<file path="config.mk">
export PLATFORM = sky130hd
export DESIGN_NAME = simple_ram_dp
export DESIGN_NICKNAME = d
export VERILOG_FILES = /design/src/rtl/simple_ram_dp.sv
export SDC_FILE = /design/constraint.sdc
export NUM_CORES = 2
export LEC_CHECK = 0
export ABC_AREA = 1
export CORE_MARGIN = 2
export CORE_UTILIZATION = 30
export CTS_BUF_LIST = sky130_fd_sc_hd__clkbuf_8
export DETAILED_ROUTE_END_ITERATION = 6
export GPL_ROUTABILITY_DRIVEN = 0
export PLACE_DENSITY = 0.46
export RECOVER_POWER = 100
export SLEW_MARGIN = 20
export SYNTH_ARGS = -nofsm -noshare
export SYNTH_HDL_FRONTEND = slang
export SYNTH_SLANG_ARGS = --single-unit
</file>
<file path="constraint.sdc">
create_clock -name clk -period 11.15 [get_ports clk]
set_input_delay 2.7875 -clock clk [delete_from_list [all_inputs] [get_ports clk]]
set_output_delay 2.7875 -clock clk [all_outputs]
set_load 0.005 [all_outputs]
</file>
<file path="src/rtl/simple_ram_dp.sv">
// Simple dual-port synchronous RAM: byte-enabled write port, independent read port with
// 1- or 2-cycle latency, selectable read-during-write result and a post-reset clear sequencer.
module simple_ram_dp #(
  parameter int unsigned wordSize    = 8,
  parameter int unsigned addressSize = 8,
  parameter int unsigned readLatency = 1,
  parameter int unsigned rdwMode     = 0
) (
  input  logic                     clk,
  input  logic                     rst,
  output logic                     ready,
  input  logic                     we,
  input  logic [addressSize-1:0]   wr_addr,
  input  logic [wordSize-1:0]      wr_data,
  input  logic [wordSize/8-1:0]    wr_be,
  input  logic                     re,
  input  logic [addressSize-1:0]   rd_addr,
  output logic [wordSize-1:0]      rd_data,
  output logic                     rd_valid
);

  localparam int unsigned NumBytes = wordSize / 8;
  localparam int unsigned Depth    = 2 ** addressSize;
  localparam logic [addressSize-1:0] LastAddr = '1;

  if ((wordSize % 8) != 0 || wordSize == 0) begin : g_bad_word_size
    $error("simple_ram_dp: wordSize must be a non-zero multiple of 8");
  end
  if (readLatency != 1 && readLatency != 2) begin : g_bad_latency
    $error("simple_ram_dp: readLatency must be 1 or 2");
  end

  typedef enum logic {StClear, StReady} state_e;

  state_e                 r_state;
  logic [addressSize-1:0] r_cnt;
  logic                   r_ready;

  logic [wordSize-1:0]    r_mem [Depth];

  logic                   w_wr_acc;
  logic                   w_rd_acc;
  logic                   w_clr_we;
  logic [wordSize-1:0]    w_rd_old;
  logic [wordSize-1:0]    w_rd_word;

  logic [wordSize-1:0]    r_s1_data;
  logic                   r_s1_valid;

  // Port requests are only honoured once the clear has finished and never on a reset edge.
  assign w_wr_acc = r_ready & we & ~rst;
  assign w_rd_acc = r_ready & re & ~rst;
  assign w_clr_we = (r_state == StClear) & ~rst;

  assign ready = r_ready;

  // Clear sequencer: one word per cycle, READY on the edge that zeroes the last address.
  always_ff @(posedge clk) begin
    if (rst) begin
      r_state <= StClear;
      r_cnt   <= '0;
      r_ready <= 1'b0;
    end else begin
      case (r_state)
        StClear: begin
          r_cnt <= r_cnt + 1'b1;
          if (r_cnt == LastAddr) begin
            r_state <= StReady;
            r_ready <= 1'b1;
          end
        end
        StReady: begin
          r_ready <= 1'b1;
        end
        default: begin
          r_state <= StClear;
          r_ready <= 1'b0;
        end
      endcase
    end
  end

  always_ff @(posedge clk) begin
    if (w_clr_we) begin
      r_mem[r_cnt] <= '0;
    end else if (w_wr_acc) begin
      for (int i = 0; i < NumBytes; i++) begin
        if (wr_be[i]) begin
          r_mem[wr_addr][8*i +: 8] <= wr_data[8*i +: 8];
        end
      end
    end
  end

  assign w_rd_old = r_mem[rd_addr];

  // New-data mode forwards the enabled bytes of a same-address write into the read result.
  always_comb begin
    w_rd_word = w_rd_old;
    if (rdwMode == 1 && w_wr_acc && (wr_addr == rd_addr)) begin
      for (int i = 0; i < NumBytes; i++) begin
        if (wr_be[i]) begin
          w_rd_word[8*i +: 8] = wr_data[8*i +: 8];
        end
      end
    end
  end

  always_ff @(posedge clk) begin
    if (rst) begin
      r_s1_valid <= 1'b0;
      r_s1_data  <= '0;
    end else begin
      r_s1_valid <= w_rd_acc;
      if (w_rd_acc) begin
        r_s1_data <= w_rd_word;
      end
    end
  end

  if (readLatency == 2) begin : g_lat2
    logic [wordSize-1:0] r_s2_data;
    logic                r_s2_valid;

    always_ff @(posedge clk) begin
      if (rst) begin
        r_s2_valid <= 1'b0;
        r_s2_data  <= '0;
      end else begin
        r_s2_valid <= r_s1_valid;
        if (r_s1_valid) begin
          r_s2_data <= r_s1_data;
        end
      end
    end

    assign rd_data  = r_s2_data;
    assign rd_valid = r_s2_valid;
  end else begin : g_lat1
    assign rd_data  = r_s1_data;
    assign rd_valid = r_s1_valid;
  end

endmodule

</file>
Yosys cells after proc, flatten, opt, wreduce, memory -nomap -nowiden --
Memory sizes are Yosys's and may differ from the RTL's. A register that Yosys moved wholly into a read port is not among the register bits. Cells that the tools add are included.
Operators by class: add/subtract/negate cells 1, equal/unequal tests 2, multiplexer cells 13, bitwise gates (word level) 7, reductions and logical operators 1
Operator list (count):
- 8-bit two-way mux | 2
- 1-bit two-way mux | 10
- 8-bit by 1-bit adder with 8-bit output, second input constant | 1
- 8-bit equality test, second input constant | 1
- 8-bit OR reduction | 1
- 1-bit AND | 5
- 2-bit by 1-bit inequality test with 1-bit output, second input constant | 1
- 1-bit inverter | 2
- 1-bit one-hot mux with 2 select lines | 1
Storage, ports and cells: flip-flop bits (word level) 11, RAM bits 2048, output and inout port bits 10, logic and storage cells 29, memories kept 1
Memory list:
- r_mem | words 256, bits a word 8, read ports 1, clocked after memory_dff 1, wr ports 1, RTL line 39 | logic [wordSize-1:0] r_mem [Depth];

Logic depth before layout (Yosys ltp) --
word-level depth 7, gate-level depth with buffers 17, mapped depth without buffers 13

Least setup slack after synthesis --
OpenSTA, ideal clock, no wires.
path type in2reg, start point input port rst, end point memory r_mem[0][0], data pin, setup time 1.392 ns, arrival 9.226 ns, data required time 9.758 ns, slack 0.533 ns, stages 6, buffers on the path 1, path through nor2_1 > nand3_1 > inv_2 > nand2_4 > buf_4 > nor2_1
On the way: word-level cells in the longest chain between the ends 7
RTL lines:
- start: declaration | RTL line 10 | input logic rst,
- 1-bit inverter * | RTL line 51, 53
- 1-bit AND | RTL line 51 | assign w_wr_acc = r_ready & we & ~rst;
- 1-bit two-way mux | RTL line 86 | end else if (w_wr_acc) begin
- 1-bit two-way mux * | RTL line 84 | if (w_clr_we) begin
- 1-bit two-way mux (not written as such) * | RTL line 89 | r_mem[wr_addr][8*i +: 8] <= wr_data[8*i +: 8];
- 8-bit OR reduction (no source line) *
- 8-bit two-way mux (no source line) *
- end: declaration | RTL line 39
Mark *: on every way between the ends. The rest lies on a longest branch, timed or not.

==> run_results.csv <==
group,metric,value,unit
timing,fin_skew,0.0713,ns
cells_and_area,design_area,94100,sq um
synthesis,synth_fa_ha_area_share,0.0149,%
cells_and_area,utilization,33.7,%
critical_path,critPathKind,"input port to flip-flop",
global_routing,grt_util_met2,27.8,%
critical_path,timing.rr.start,"ready$_SDFFE_PP0P_",
global_routing,grt_pass1_wl,376,mm
synthesis,yosysSeqAreaShare,73.6,%
synthesis,yosys.area_share.simple,23.4,%
global_routing,gr-total-overflow,0,
synthesis,syn_inst,7202,
detailed_routing,dr_total_vias,55673,
floorplanning,die_x,533,microns
global_routing,first_global_vias,55228,
global_routing,grt_use_met1,25.3,%
critical_path,cpLargestDelayFamily,"buffers and inverters",
critical_path,crit_chain,"buf_8 > clkbuf_1 > clkbuf_1 > nand2_1 > nand3_1 > nand3_1 > nand3_1 > nand3_1 > nand2_1 > nand2_1 > nand2_1 > nand2_1 > nand3_1 > nand3_1 > nand2_1",
detailed_routing,drc,0,
timing,period_share,72.8,%
critical_path,critPathMaxStageDelay,2.09,ns
worst_hold_path,min_from,"ready$_SDFFE_PP0P_",
timing,whs,0.490,ns
cells_and_area,fin_cells,11195,
clock_network,cts_root_buf,"clkbuf_8",
detailed_routing,final_antenna_net_count,0,
global_routing,grt.total_usage,17.9,%
synthesis,synth_top_family_by_area,"simple AND/OR/NAND/NOR gates",
global_routing,antenna_found_initial,12,
critical_path,required,12.15,ns
timing,tns,0,ns
placement,place_inst,10558,
detailed_routing,drt_wl_total,261,mm
critical_path,path_buf_inv,3,
critical_path,startpoint,"rd_addr[0]",
floorplanning,initial_core_util,30.1,%
critical_path,slowest_stage,"clkbuf_1",
detailed_routing,drt_iter0_drc,5586,
placement,place_area,88000,sq um
timing,drv_slew,743,
timing,fmaxAchievable,0.123,GHz
clock_network,numCtsBuffers,362,
synthesis,syn_avg_cell_area,11.7,sq um
clock_network,clock_path_buffers,4,
placement,dp_hpwl,148,mm
clock_network,hold_buffers,0,
synthesis,muxShareOfSynthArea,0,%
run,cap_viol_max_count,27,
floorplanning,die_h,533,microns
cells_and_area,finalNetCount,7228,
critical_path,cp-start-kind,"input port",
clock_network,clk_pin_slew,0.06,ns
critical_path,crit_path_end_kind,"flip-flop",
clock_network,postCtsSetupRepairBufs,0,
detailed_routing,via_per_inst,4.97,
run_status,outcome,"finished with violations",
clock_network,cts.sinks,2067,
cells_and_area,mostFrequentLayoutCells,"nand2_1 (2292), edfxtp_1 (2048), nand3_1 (1955), clkbuf_8 (372), nor2_1 (305)",
timing,setup_violations,0,
synthesis,synthXorXnorAreaFrac,0,%
critical_path,cp.arrival,9.12,ns
synthesis,synth_seq_cells,2067,
floorplanning,coreArea,279000,sq um
synthesis,synth_nets,7232,
detailed_routing,firstDrtPassIters,6,
synthesis,synthDistinctLibCells,28,
placement,portBuffers,38,
clock_network,insertion_delay,1.07,ns
synthesis,synth_compound_area_share,0.189,%
clock_network,cts_tree,"built",
timing,hold_viol,0,
run_status,violations,"capacitance limit, slew limit",
timing,maxSlewHeadroom,-148,%
timing,grt_setup_unrepaired,"false",
cells_and_area,final_layout_size_suffix_gt1_share,6.95,%
pwr,power.leakage,0.0350,uW
detailed_routing,wl_per_cell,23.4,microns
worst_hold_path,hp-class,"flip-flop to flip-flop",
synthesis,syn_area,84000,sq um
global_routing,grt_most_used_layer,"met2",
floorplanning,fp.dieArea,284000,sq um
cells_and_area,area_growth_syn_to_layout,12.0,%
clock_network,h-tree-depth,5,
cells_and_area,fill_cells,27941,
floorplanning,io_pins,39,
pwr,power.density,164,nW/um^2
global_routing,grt_max_degree,222,
critical_path,cp_max_fo,76,
floorplanning,num_rows,194,
clock_network,cts_resized,0,
synthesis,ys_warn_count,0,
timing,min_period,8.11,ns
pwr,ir_drop,0.0000972,V
global_routing,met3_usage,2.86,%
cells_and_area,final_common_cell,"nand2_1",
timing,worst_pin_slew,3.72,ns
[flip-flops by register name, summed over array words and instances (netlist names)]
signal	cells
rd_data	8
r_cnt	8
r_mem	2048
rd_valid	1
r_state	1
ready	1
[worst min-delay path, stage by stage, from the launching register on]
cell and delay, ns:
dfxtp_1 0.32, inv_1 0.07, a21oi_1 0.06
[synth_stat cells]
cell type | number | share of area, %
nand3_2 | 1 | 0.012
nor3_1 | 4 | 0.024
o21a_1 | 1 | 0.0089
nand3_1 | 1954 | 12
buf_1 | 71 | 0.32
nor2_4 | 6 | 0.080
nand4_1 | 1 | 0.0074
buf_6 | 1 | 0.013
clkbuf_1 | 228 | 1.0
o21ai_4 | 3 | 0.058
buf_2 | 183 | 1.1
nand2_2 | 11 | 0.082
a21oi_1 | 6 | 0.036
nand2_1 | 2283 | 10
nor3_2 | 1 | 0.012
clkinv_1 | 2 | 0.0089
inv_2 | 7 | 0.031
nand2_4 | 1 | 0.013
inv_1 | 57 | 0.25
edfxtp_1 | 2048 | 73
nor2_2 | 1 | 0.0074
a41oi_1 | 1 | 0.010
ha_1 | 1 | 0.015
o21ai_0 | 4 | 0.024
dfxtp_1 | 19 | 0.45
o21ai_2 | 5 | 0.052
buf_4 | 2 | 0.018
nor2_1 | 300 | 1.3
[final timing paths]
path                             endpoint  slack (ns)  depth (start not counted)
setup / recovery  rd_data[0]$_SDFFE_PP0P_        3.04                         15
setup reg to reg  r_mem[102][0]$_DFFE_PP_        5.17                          8
hold / removal         ready$_SDFFE_PP0P_        0.49                          2
hold reg to reg        ready$_SDFFE_PP0P_        0.49                          2
[final cells by class]
cell class              instances  area [sq um]  share of cell area (%)
diodes                          8          20.0                  0.0213
flip-flops and latches       2067         61900                    65.8
well taps                    3724          4660                    4.95
inverters                      66           273                   0.290
multi-input cells            4584         19700                    21.0
clock buffers                 372          5120                    5.44
repair buffers                117          1150                    1.22
clock inverters               257          1240                    1.32
[kinds of logic after synthesis]
group / count (synthesis)
AO/OA/AOI/OAI: 20
adder cells (fa/ha/maj): 1
buffers and inverters: 551
flip-flops: 2067
AND/OR/NAND/NOR: 4563
[stage by stage]
stage / total power (uW) / worst slack, ns
2_1_floorplan: 9010 / 0.533
3_3_place_gp: 9270 / 4.33
3_5_place_dp: 9270 / 4.21
4_1_cts: 15600 / 5.33
5_1_grt: 16000 / 2.57
6_report: 15400 / 3.04
[power breakdown]
group	internal (uW)	total [uW]	leakage, uW	switching (uW)
clock	3240	6340	0.00369	3100
combinational	162	689	0.00766	527
sequential	8420	8420	0.0237	2.99
[per-layer routing]
layer  vias to the layer above  part of all wire, %
met5                         -                    0
met4                         0                  3.1
met3                       450                  6.3
met2                      2025                   45
met1                     27753                   45
li1                      25445                    -
Power figures use the tool's default switching activity.
